<file path="config.mk">
export PLATFORM = sky130hd
export DESIGN_NAME = ex_div_unit
export DESIGN_NICKNAME = d
export VERILOG_FILES = /design/src/rtl/ex_div_unit_pkg.sv /design/src/rtl/ex_div_unit.sv
export SDC_FILE = /design/constraint.sdc
export NUM_CORES = 1
export LEC_CHECK = 0
export BUFFER_PORTS_ARGS = -buffer_cell sky130_fd_sc_hd__buf_4
export CORE_UTILIZATION = 50
export CTS_CLUSTER_DIAMETER = 30
export DETAILED_ROUTE_END_ITERATION = 10
export PLACE_DENSITY = 0.68
export RECOVER_POWER = 25
export SLEW_MARGIN = 15
export SYNTH_ARGS = -nofsm -noshare
export SYNTH_HDL_FRONTEND = slang
export SYNTH_SLANG_ARGS = --single-unit
export TNS_END_PERCENT = 5
</file>
<file path="constraint.sdc">
create_clock -name clk -period 8.3 [get_ports clk]
set_input_delay 0.83 -clock clk [delete_from_list [all_inputs] [get_ports clk]]
set_output_delay 0.83 -clock clk [all_outputs]
set_load 0.05 [all_outputs]
</file>
<file path="src/rtl/ex_div_unit_pkg.sv">
// ex_div_unit_pkg
//   Shared constants for the EX-stage divider: operand and counter widths,
//   the 2-bit FSM state encodings, start/ready handshake levels, and the
//   DIV/DIVU aluop codes the EX stage decodes before raising start_i.
//   No ports; imported by ex_div_unit.
package ex_div_unit_pkg;

  localparam int DIV_DATA_W = 32;
  localparam int DIV_CNT_W  = 6;

  // Divider FSM states
  localparam logic [1:0] DivFree   = 2'b00;
  localparam logic [1:0] DivByZero = 2'b01;
  localparam logic [1:0] DivOn     = 2'b10;
  localparam logic [1:0] DivEnd    = 2'b11;

  // Handshake levels
  localparam logic DivStart          = 1'b1;
  localparam logic DivStop           = 1'b0;
  localparam logic DivResultReady    = 1'b1;
  localparam logic DivResultNotReady = 1'b0;

  // Aluop codes that select this unit
  localparam logic [7:0] EXE_DIV_OP  = 8'b0001_1010;
  localparam logic [7:0] EXE_DIVU_OP = 8'b0001_1011;

endpackage

</file>
<file path="src/rtl/ex_div_unit.sv">
// ex_div_unit
//   Multi-cycle restoring divider beside the EX stage, serving DIV/DIVU.
//   Produces {remainder, quotient} for HI/LO and requests a pipeline stall
//   while a division is outstanding.
//
// Ports:
//   clk           rising-edge clock
//   rst           asynchronous reset, active low
//   signed_div_i  1 = signed DIV, 0 = DIVU (sampled with start_i)
//   opdata1_i     dividend (sampled with start_i)
//   opdata2_i     divisor  (sampled with start_i)
//   start_i       division request, held until ready_o is seen
//   annul_i       cancel an in-flight division
//   result_o      {remainder, quotient}, registered
//   ready_o       result valid, registered
//   stallreq_o    start_i & ~ready_o (combinational)
module ex_div_unit
  import ex_div_unit_pkg::*;
#(
  parameter int DATA_W = DIV_DATA_W,
  parameter int CNT_W  = DIV_CNT_W
) (
  input  logic                  clk,
  input  logic                  rst,
  input  logic                  signed_div_i,
  input  logic [DATA_W-1:0]     opdata1_i,
  input  logic [DATA_W-1:0]     opdata2_i,
  input  logic                  start_i,
  input  logic                  annul_i,
  output logic [2*DATA_W-1:0]   result_o,
  output logic                  ready_o,
  output logic                  stallreq_o
);

  logic [1:0]          state_q,    state_d;
  logic [CNT_W-1:0]    cnt_q,      cnt_d;
  logic [2*DATA_W:0]   work_q,     work_d;
  logic [DATA_W-1:0]   divisor_q,  divisor_d;
  logic                neg_quot_q, neg_quot_d;
  logic                neg_rem_q,  neg_rem_d;
  logic [2*DATA_W-1:0] result_q,   result_d;
  logic                ready_q,    ready_d;

  logic [DATA_W-1:0]   dividend_abs;
  logic [DATA_W-1:0]   divisor_abs;
  logic [DATA_W:0]     diff;
  logic [DATA_W-1:0]   quot;
  logic [DATA_W-1:0]   rem;
  logic [DATA_W-1:0]   quot_fix;
  logic [DATA_W-1:0]   rem_fix;

  // The core always divides magnitudes; signs are reapplied at the end.
  assign dividend_abs = (signed_div_i && opdata1_i[DATA_W-1]) ? -opdata1_i : opdata1_i;
  assign divisor_abs  = (signed_div_i && opdata2_i[DATA_W-1]) ? -opdata2_i : opdata2_i;

  // Trial subtraction of the divisor from the current partial remainder;
  // the extra top bit is the borrow that tells whether the step restores.
  assign diff = {1'b0, work_q[2*DATA_W-1:DATA_W]} - {1'b0, divisor_q};

  // Quotient bits are shifted in at the bottom; the remainder ends up one
  // bit above the original dividend field.
  assign quot     = work_q[DATA_W-1:0];
  assign rem      = work_q[2*DATA_W:DATA_W+1];
  assign quot_fix = neg_quot_q ? -quot : quot;
  assign rem_fix  = neg_rem_q  ? -rem  : rem;

  always_comb begin
    state_d    = state_q;
    cnt_d      = cnt_q;
    work_d     = work_q;
    divisor_d  = divisor_q;
    neg_quot_d = neg_quot_q;
    neg_rem_d  = neg_rem_q;
    result_d   = result_q;
    ready_d    = ready_q;

    case (state_q)
      DivFree: begin
        ready_d  = DivResultNotReady;
        result_d = '0;
        if (start_i == DivStart && !annul_i) begin
          if (opdata2_i == '0) begin
            state_d = DivByZero;
          end else begin
            state_d    = DivOn;
            cnt_d      = '0;
            work_d     = {{DATA_W{1'b0}}, dividend_abs, 1'b0};
            divisor_d  = divisor_abs;
            neg_quot_d = signed_div_i & (opdata1_i[DATA_W-1] ^ opdata2_i[DATA_W-1]);
            neg_rem_d  = signed_div_i & opdata1_i[DATA_W-1];
          end
        end
      end

      // Division by zero yields zero after one extra cycle, no trap.
      DivByZero: begin
        state_d  = DivEnd;
        result_d = '0;
        ready_d  = DivResultReady;
      end

      DivOn: begin
        // A flush always wins over the iteration step.
        if (annul_i) begin
          state_d  = DivFree;
          result_d = '0;
          ready_d  = DivResultNotReady;
        end else if (cnt_q < CNT_W'(DATA_W)) begin
          if (diff[DATA_W]) begin
            work_d = {work_q[2*DATA_W-1:0], 1'b0};
          end else begin
            work_d = {diff[DATA_W-1:0], work_q[DATA_W-1:0], 1'b1};
          end
          cnt_d = cnt_q + CNT_W'(1);
        end else begin
          result_d = {rem_fix, quot_fix};
          ready_d  = DivResultReady;
          state_d  = DivEnd;
        end
      end

      // Hold the result while EX is frozen by a later stall.
      DivEnd: begin
        if (start_i == DivStop) begin
          state_d  = DivFree;
          ready_d  = DivResultNotReady;
          result_d = '0;
        end
      end

      default: begin
        state_d = DivFree;
      end
    endcase
  end

  always_ff @(posedge clk or negedge rst) begin
    if (!rst) begin
      state_q    <= DivFree;
      cnt_q      <= '0;
      work_q     <= '0;
      divisor_q  <= '0;
      neg_quot_q <= 1'b0;
      neg_rem_q  <= 1'b0;
      result_q   <= '0;
      ready_q    <= DivResultNotReady;
    end else begin
      state_q    <= state_d;
      cnt_q      <= cnt_d;
      work_q     <= work_d;
      divisor_q  <= divisor_d;
      neg_quot_q <= neg_quot_d;
      neg_rem_q  <= neg_rem_d;
      result_q   <= result_d;
      ready_q    <= ready_d;
    end
  end

  assign result_o   = result_q;
  assign ready_o    = ready_q;
  assign stallreq_o = start_i & ~ready_q;

endmodule

</file>
==> flow_summary.json, run 1 <==
{
  "cts_setup_buffers": 0,
  "ios": 135,
  "yosys.cell_types.count": 73,
  "grt_pass1_vias": 9227,
  "crit_required_ps": 8620,
  "synthCells": 1358,
  "synth-seq-cells": 172,
  "clockBufferDepth": 2,
  "post-place-cells": 1709,
  "yosysMostFrequentCell": "nand2_1",
  "rsz0062_at_grt": "no",
  "cts_resized": 0,
  "path_class": "input pin to flip-flop",
  "wl_um": 28330,
  "start_util": 0.5152,
  "cts_tree": "built",
  "worst_r2r_endpoint": "work_q[55]$_DFFE_PN0P_",
  "maxCapViolations": 0,
  "wl_per_cell_um": 16.28,
  "yosysTopAreaCell": "dfrtp_1",
  "vias_per_cell": 5.739,
  "peakVddDrop_mv": 0.1376,
  "synthTopCellsByCount": "193 x nand2_1, 172 x dfrtp_1, 167 x o21ai_0, 100 x xor2_1, 96 x nor2_1",
  "cp-start-kind": "input pin",
  "final_cells": 1740,
  "worstHoldEndpoint": "divisor_q[29]$_DFFE_PN0P_",
  "core-area_mm2": 0.02209,
  "n_antenna_cell": 0,
  "whs_path_depth": 2,
  "cts_htree_levels": 4,
  "crit_fanout": 69,
  "leakagePower_nw": 5.997,
  "synth_enable_flop_cells": 0,
  "dr.pass1.iters": 5,
  "grt-ovfl-total": 0,
  "cts_sinks": 172,
  "slew_headroom": 0.2960,
  "worst_pin_slew_ps": 1056,
  "yosysSeqAreaShare": 0.3781,
  "antenna_found_initial": 1,
  "dp.final_hpwl_um": 20650,
  "clockRootBuffer": "clkbuf_16",
  "fill_cells": 2056,
  "dieHeight_um": 152.9,
  "min_path_type": "flip-flop to flip-flop",
  "die_w_um": 152.9,
  "cts_buffers": 17,
  "layout-drive-gt1-share": 0.1397,
  "finClkSkew_ps": 10.14,
  "synth-main-ff-cell": "dfrtp_1",
  "clkTransAtPathRegs_ps": 70,
  "rr_startpoint": "divisor_q[0]$_DFFE_PN0P_",
  "min-delay-start": "divisor_q[29]$_DFFE_PN0P_",
  "hold_violations": 0,
  "netlist_area_mm2": 0.01138,
  "vias": 9985,
  "gp_congestion": 0.9059,
  "synth_top_area_share": 0.3781,
  "cp-end-kind": "flip-flop",
  "drtIter0Drc": 550,
  "synthTopCellsByArea": "dfrtp_1 38%, xor2_1 7.7%, o21ai_0 7.3%",
  "status": "completed",
  "maxClockFrequency_ghz": 0.2532,
  "setup_viol": 0,
  "rrSetupSlack_ps": 4390,
  "grt_use_total": 0.2501,
  "r2r_cells": 10,
  "fin_tns_setup_ps": 0,
  "drv_slew": 0,
  "layout.nets": 1561,
  "worstPathArrival_ps": 4270,
  "rows": 54,
  "fp.dieArea_mm2": 0.02337,
  "synth_warnings": 0,
  "drc": 0,
  "grt_max_degree": 106,
  "grt_pass1_wl_um": 47140,
  "period_share": 0.4759,
  "synth_nets": 1471,
  "synth_area_per_cell_um2": 8.382,
  "timing.final.crit_period_ps": 3950,
  "syn_to_final_growth_pct": 14.92,
  "worstSkewPairLatency_ps": 430,
  "power.density_mw_per_mm2": 264.1,
  "holdBufCountCts": 0,
  "port_buffers": 134,
  "async_flop_share": 1.000,
  "detail-route-antenna-nets": 0
}
## sequential cells by signal (all words and copies together) (netlist names)
register	count
neg_quot_q	1
cnt_q	6
result_o	64
state_q	2
work_q	65
ready_o	1
divisor_q	32
neg_rem_q	1
## where the power goes
group / leakage (nW) / switching [mW] / internal [mW]
logic: 3.46 / 0.906 / 0.564
registers: 2.26 / 0.200 / 1.01
clock network: 0.274 / 0.347 / 0.431
total: 6.00 / 1.45 / 2.00
## layout by cell type, fill, tap and decap left out, types with 25 or more instances in the layout
cell,n
a21oi_1,94
buf_4,140
dfrtp_1,172
ha_1,42
inv_1,52
nand2_1,193
nand3_1,49
nor2_1,96
o21ai_0,167
o31ai_1,25
xnor2_1,39
xor2_1,100
## per-layer routing
metal | GRT usage | vias up | part of all wire
met5 | 0 | - | 0
met1 | 0.3714 | 4743 | 0.50
li1 | - | 4973 | -
met4 | 0.06878 | 0 | 0.013
met3 | 0.03487 | 27 | 0.048
met2 | 0.3803 | 242 | 0.44
## through the flow
step	setup WS, ps	power, mW	hold WS, ps	area [um2]	utilization
6_report	4350	3.454	477.9	13080	0.5921
5_1_grt	4049	3.719	500.7	13080	0.5921
4_1_cts	4344	3.461	484.6	13080	0.5921
3_5_place_dp	3898	2.676	470.6	12510	0.5664
3_3_place_gp	4017	2.638	463.4	12510	0.5664
2_1_floorplan	5212	2.305	449.8	11380	-
## critical path: stages
cell and delay [ps]:
buf_4 120, or4_1 600, nor4_2 350, nand4_1 270, nor3_1 400, or3_2 570
buf_4 630, nor3_1 120, a21o_1 180, a22o_1 180
## final cells by class
| class | instances | area, um2 | area share |
|---|---|---|---|
| clock buffers | 19 | 452.9 | 0.03462 |
| repair buffers | 141 | 1062 | 0.08121 |
| well taps | 280 | 350.3 | 0.02678 |
| multi-input cells | 1064 | 6603 | 0.5047 |
| flip-flops and latches | 172 | 4304 | 0.3290 |
| inverters | 52 | 195.2 | 0.01492 |
| clock inverters | 12 | 113.9 | 0.008704 |
## worst max-delay path by stage
| stage | from | end | slack (ps) |
|---|---|---|---|
| 6_report | opdata2_i[4] | cnt_q[4]$_DFFE_PN0P_ | 4350 |
| 5_1_grt | opdata2_i[4] | cnt_q[4]$_DFFE_PN0P_ | 4050 |
| 4_1_cts | opdata2_i[4] | cnt_q[4]$_DFFE_PN0P_ | 4340 |
| 3_5_place_dp | opdata2_i[4] | cnt_q[4]$_DFFE_PN0P_ | 3900 |
| 3_3_place_gp | opdata2_i[4] | cnt_q[4]$_DFFE_PN0P_ | 4020 |
| 2_1_floorplan | opdata1_i[0] | work_q[31]$_DFFE_PN0P_ | 5210 |
## cells by family after synthesis
| group | after synthesis | synth area share |
|---|---|---|
| xor+xnor | 139 | 0.1069 |
| fa+ha+maj | 44 | 0.04902 |
| mux | 19 | 0.01693 |
| buf+inv | 122 | 0.04375 |
| flops | 172 | 0.3781 |
| simple gates | 475 | 0.1991 |
| compound gates | 387 | 0.2062 |
Note: power is estimated with default switching activity, not from simulation.
==> run 2: changes to the inputs <==
Settings changed: PLACE_DENSITY 0.68 to 0.71.
Clock period 8.3 ns to 3.3 ns, I/O delays scaled along.
==> run 2 against run 1 <==
  * Setup slack got worse by 4100 ps
  * Utilization increased by 1.1 points
  * Sequential share of layout area decreased by 0.61 points
  * Largest cell class unchanged
  * Largest power group unchanged
  * Non-clock buffer count increased by 34
  * Critical path type is now flip-flop to flip-flop
  * Via count increased by 0.58%
  * Clock-buffer cell count decreased by 1
  * Clock power increased by 150%
  * Final cell count increased by 2.0%
  * Wire length decreased by 0.68%
==> flow_summary.json, run 2 (synthesis results as in run 1) <==
{
  "dr.pass1.iters": 5,
  "swShare": 0.4240,
  "largest_reg_flops": 65,
  "leakagePower_nw": 6.102,
  "setup_viol": 0,
  "port_buffers": 134,
  "gp_congestion": 0.9167,
  "layout-drive-gt1-share": 0.1458,
  "drv_slew": 0,
  "rrSetupSlack_ps": 200,
  "period_share": 0.9381,
  "grt_pass1_vias": 9308,
  "rr_startpoint": "work_q[32]$_DFFE_PN0P_",
  "die_w_um": 152.9,
  "crit_required_ps": 3610,
  "core-area_mm2": 0.02209,
  "regMostFlops": "work_q",
  "comb_power_share": 0.434,
  "status": "completed",
  "wl_um": 28140,
  "cts_setup_buffers": 0,
  "syn_to_final_growth_pct": 17.09,
  "dpl_cell_area_mm2": 0.01285,
  "grt_pass1_wl_um": 46900,
  "cts_tree": "built",
  "worstPathCellList": "inv_1, ha_1, fa_1, nand2b_1, a21o_1, a211oi_2, nor4_2, or3_1, a31o_2, buf_12, a32oi_1, o21ai_0",
  "fp.dieArea_mm2": 0.02337,
  "seq_power_share": 0.344,
  "cp-end-kind": "flip-flop",
  "power.density_mw_per_mm2": 654.6,
  "worstSkewPairLatency_ps": 440,
  "post-place-cells": 1742,
  "pwr-share-clk": 0.222,
  "worst_pin_slew_ps": 1480,
  "maxClockFrequency_ghz": 0.3230,
  "grt_use_total": 0.2466,
  "vias": 10040,
  "rsz0062_at_grt": "yes",
  "peakVddDrop_mv": 0.3233,
  "grt_max_degree": 76,
  "switching_power_mw": 3.699,
  "maxCapViolations": 0,
  "clockBufferDepth": 2,
  "detail-route-antenna-nets": 0,
  "fill_cells": 2022,
  "worstPathArrival_ps": 3400,
  "intPower_mw": 5.025,
  "crit_path_max_incr_delay_ps": 410,
  "dieHeight_um": 152.9,
  "r2r_cells": 12,
  "worstHoldEndpoint": "divisor_q[14]$_DFFE_PN0P_",
  "cts_buffers": 17,
  "slew_headroom": 0.01309,
  "layout.nets": 1595,
  "clockRootBuffer": "clkbuf_16",
  "cts_htree_levels": 4,
  "dp.final_hpwl_um": 20780,
  "min_path_type": "input pin to flip-flop",
  "rows": 54,
  "multiInputGateArea_mm2": 0.006614,
  "cp-start-kind": "flip-flop",
  "power_mw": 8.725,
  "antenna_found_initial": 0,
  "hold_violations": 0,
  "wl_per_cell_um": 15.85,
  "vias_per_cell": 5.658,
  "whs_path_depth": 4,
  "clkTransAtPathRegs_ps": 70,
  "final_cells": 1775,
  "cts_sinks": 172,
  "grt-ovfl-total": 0,
  "timing.final.crit_period_ps": 3096,
  "stdcell_area_mm2": 0.01333,
  "drtIter0Drc": 673,
  "ios": 135,
  "n_antenna_cell": 0,
  "mostFrequentLayoutCell": "nand2_1",
  "min-delay-start": "opdata2_i[14]",
  "drc": 0,
  "finClkSkew_ps": 16.91,
  "final_cell_mix": "193 x nand2_1, 172 x dfrtp_1, 167 x o21ai_0, 145 x buf_4, 100 x xor2_1",
  "path_class": "flip-flop to flip-flop",
  "start_util": 0.5152,
  "slowest_stage": "or3_1",
  "seq_area_mm2": 0.004304,
  "worst_r2r_endpoint": "work_q[62]$_DFFE_PN0P_",
  "crit_fanout": 21
}
-- run 2: changes by cell type in the layout (fill, tap and decap cells not counted), sizes merged --
| cell | change |
|---|---|
| buf | +10 |
| bufinv | -1 |
| clkbuf | +22 |
| dlygate4sd3 | +1 |
| inv | +3 |
-- run 2: worst max-delay path by stage --
stage | depth (start not counted) | start | to
after floorplan | 13 | work_q[32]$_DFFE_PN0P_ | work_q[63]$_DFFE_PN0P_
after global placement | 12 | work_q[32]$_DFFE_PN0P_ | work_q[55]$_DFFE_PN0P_
after detailed placement | 11 | work_q[32]$_DFFE_PN0P_ | work_q[64]$_DFFE_PN0P_
after CTS | 11 | work_q[32]$_DFFE_PN0P_ | work_q[64]$_DFFE_PN0P_
after global routing | 12 | work_q[32]$_DFFE_PN0P_ | work_q[58]$_DFFE_PN0P_
final | 12 | work_q[32]$_DFFE_PN0P_ | work_q[62]$_DFFE_PN0P_
-- run 2: cell type report --
cell class / count / area share
clock buffer: 18 / 0.03220
clock inverter: 14 / 0.009481
inverter: 52 / 0.01464
multi-input combinational: 1064 / 0.4962
sequential: 172 / 0.3229
tap: 280 / 0.02628
timing repair buffer: 175 / 0.09828
-- run 2: power by group through the flow --
stage / sequential [mW] / combinational [mW] / clock [mW]
after global routing: 3.07 / 4.27 / 2.05
after floorplan: 2.85 / 2.94 / 0
after CTS: 2.99 / 3.79 / 1.96
final: 3.00 / 3.79 / 1.94
after detailed placement: 3.03 / 3.77 / 0
after global placement: 3.01 / 3.68 / 0
-- run 2: repair_timing --
| item | 4_1_cts | 5_1_grt |
|---|---|---|
| hold buffers | 1 | 0 |
| gates resized for setup | 0 | 3 |
| hold endpoints to repair | 57 | 0 |
| endpoints found under the setup margin | 0 | 23 |
-- run 2: worst max-delay path: cells and delay by family, from the launching register on --
kind                       cells  cell delay [ps]
AOI/OAI and AO/OA              5             1020
and+or+nand+nor                3              740
adders and majority gates      2              620
DFF                            1              350
buffers and inverters          2              230
-- run 2: stage by stage --
| step | worst slack, ps | hold slack [ps] | TNS, ps | util |
|---|---|---|---|---|
| floorplan | 222.9 | 34.41 | 0 | - |
| global placement | 262.1 | 338.1 | 0 | 0.5816 |
| detailed placement | 63.11 | 342.4 | 0 | 0.5816 |
| CTS | 35.72 | 190.3 | 0 | 0.6072 |
| global route | -43.88 | 201.6 | -43.88 | 0.6033 |
| finish | 204.4 | 192.6 | 0 | 0.6033 |
-- run 2: per-layer routing --
| metal | routed length (um) | vias up | track usage |
|---|---|---|---|
| met5 | 0 | - | 0 |
| met2 | 12240 | 256 | 0.3659 |
| met4 | 282 | 0 | 0.06590 |
| li1 | - | 5034 | - |
| met1 | 14300 | 4729 | 0.3762 |
| met3 | 1319 | 24 | 0.03176 |
==> run 3: changes to the inputs <==
Settings changed: CORE_ASPECT_RATIO from default to 0.9.
==> run 3 against run 2 <==
  * The run now ends with capacitance limit, slew limit left
  * Setup slack about the same
  * Sequential power about the same
  * Power up 1.6%
  * Flip-flop and latch count unchanged
  * Register-to-register slack about the same
  * Global-route usage down 0.21 points
  * Maximum frequency about the same
  * Non-clock buffer count up 4
  * Utilization up 0.51 points
  * First-iteration DRC count up 2.1%
==> flow_summary.json, run 3 (synthesis results as in run 1) <==
{
  "status": "finished, violations left",
  "violations": "capacitance limit, slew limit",
  "n_antenna_cell": 0,
  "largest_reg_flops": 65,
  "drtIter0Drc": 687,
  "finClkSkew_ps": 15.13,
  "slowest_stage": "or3_1",
  "cp-start-kind": "flip-flop",
  "gp_congestion": 0.8668,
  "worstHoldEndpoint": "divisor_q[14]$_DFFE_PN0P_",
  "crit_path_max_incr_delay_ps": 420,
  "wl_um": 28550,
  "final_cell_mix": "193 x nand2_1, 172 x dfrtp_1, 167 x o21ai_0, 142 x buf_4, 100 x xor2_1",
  "dpl_cell_area_mm2": 0.01287,
  "timing.final.crit_period_ps": 3096,
  "ios": 135,
  "port_buffers": 134,
  "period_share": 0.9381,
  "setup_viol": 0,
  "dr.pass1.iters": 5,
  "cts_htree_levels": 4,
  "maxClockFrequency_ghz": 0.3230,
  "grt-ovfl-total": 0,
  "layout.nets": 1599,
  "fin_tns_setup_ps": 0,
  "path_class": "flip-flop to flip-flop",
  "mostFrequentLayoutCell": "nand2_1",
  "regMostFlops": "work_q",
  "cts_buffers": 17,
  "drc": 0,
  "whs_path_depth": 4,
  "power.density_mw_per_mm2": 663.8,
  "maxCapViolations": 1,
  "min-delay-start": "opdata2_i[14]",
  "fp.dieArea_mm2": 0.02338,
  "critical-path-top-delay-family": "compound AO/OA/AOI/OAI gates",
  "worstSkewPairLatency_ps": 430,
  "start_util": 0.5186,
  "rr_startpoint": "work_q[32]$_DFFE_PN0P_",
  "worst_pin_slew_ps": 1936,
  "grt_pass1_vias": 9075,
  "crit_fanout": 14,
  "dieHeight_um": 145.1,
  "slew_headroom": -0.2906,
  "grt_pass1_wl_um": 46480,
  "peakVddDrop_mv": 0.3731,
  "grt_max_degree": 75,
  "cts_sinks": 172,
  "worst-path-buf-inv": 2,
  "cts_setup_buffers": 0,
  "leakagePower_nw": 6.109,
  "syn_to_final_growth_pct": 17.31,
  "rsz0062_at_grt": "no",
  "clockBufferDepth": 2,
  "clkTransAtPathRegs_ps": 80,
  "grt_use_total": 0.2444,
  "wl_per_cell_um": 15.96,
  "worstPathArrival_ps": 3400,
  "min_path_type": "input pin to flip-flop",
  "r2r_cells": 12,
  "core-area_mm2": 0.02195,
  "dp.final_hpwl_um": 21210,
  "die_w_um": 161.1,
  "worstPathCellList": "inv_1, ha_1, fa_1, nand2b_1, a21o_1, a211oi_2, nor4_1, or3_1, a31o_2, buf_12, a32oi_1, o21ai_0",
  "vias_per_cell": 5.673,
  "cts_tree": "built",
  "rrSetupSlack_ps": 200,
  "vias": 10150,
  "stdcell_area_mm2": 0.01335,
  "hold_violations": 0,
  "layout-drive-gt1-share": 0.1415,
  "detail-route-antenna-nets": 0,
  "worst_r2r_endpoint": "work_q[58]$_DFFE_PN0P_",
  "crit_required_ps": 3600,
  "drv_slew": 74,
  "cp-end-kind": "flip-flop",
  "clockRootBuffer": "clkbuf_16",
  "antenna_found_initial": 0,
  "rows": 51
}
[run 3: area by class of cell]
cell class	count	area [um2]
repair buffers	179	1294
fillers	1969	8597
well taps	291	364.1
inverters	52	195.2
clock inverters	12	136.4
multi-input cells	1064	6608
flip-flops and latches	172	4304
clock buffers	19	452.9
[run 3: worst max path at each step]
| stage | from | endpoint | slack [ps] | cells after the start |
|---|---|---|---|---|
| CTS | work_q[32]$_DFFE_PN0P_ | work_q[38]$_DFFE_PN0P_ | 120 | 11 |
| global route | divisor_q[15]$_DFFE_PN0P_ | work_q[64]$_DFFE_PN0P_ | 20 | 10 |
| floorplan | work_q[32]$_DFFE_PN0P_ | work_q[63]$_DFFE_PN0P_ | 220 | 13 |
| finish | work_q[32]$_DFFE_PN0P_ | work_q[58]$_DFFE_PN0P_ | 200 | 12 |
| detailed placement | work_q[32]$_DFFE_PN0P_ | work_q[58]$_DFFE_PN0P_ | 150 | 12 |
| global placement | work_q[32]$_DFFE_PN0P_ | work_q[38]$_DFFE_PN0P_ | 210 | 11 |
[run 3: timing repair]
action                                 in CTS  in global routing
endpoints found under the hold margin      72                  0
resized for setup                           0                  2
hold buffers                                1                  0
setup endpoints to repair                   0                 13
[run 3: report_power, final]
part	leakage, nW	total [mW]	internal [mW]	switching (mW)
clock network	0.294	2.05	1.16	0.892
logic	3.56	3.83	1.50	2.33
registers	2.26	2.98	2.53	0.447
total	6.11	8.86	5.19	3.67
[run 3: metal layers]
layer,GRT usage,share of wire,vias up
li1,-,-,5056
met1,0.3869,0.51,4765
met2,0.3453,0.42,297
met3,0.03288,0.058,31
met4,0.06179,0.013,0
met5,0,0,-
[run 3: worst reg2reg max path, stage by stage, from the launching register on]
cell and delay [ps]:
dfrtp_1 350, inv_1 70, ha_1 210, fa_1 390
nand2b_1 200, a21o_1 200, a211oi_2 210, nor4_1 120
or3_1 420, a31o_2 340, buf_12 170, a32oi_1 190
o21ai_0 110
[run 3: stage by stage]
stage	hold WS [ps]	std cells	power, mW	setup slack (ps)	util
floorplan	34.41	1358	5.797	222.9	-
global placement	407.4	1757	6.690	213.3	0.5862
detailed placement	410.0	1757	6.816	147.3	0.5862
CTS	192.0	1789	8.860	122.0	0.6135
global route	218.6	1789	9.492	17.68	0.6084
finish	201.6	1789	8.865	204.3	0.6084
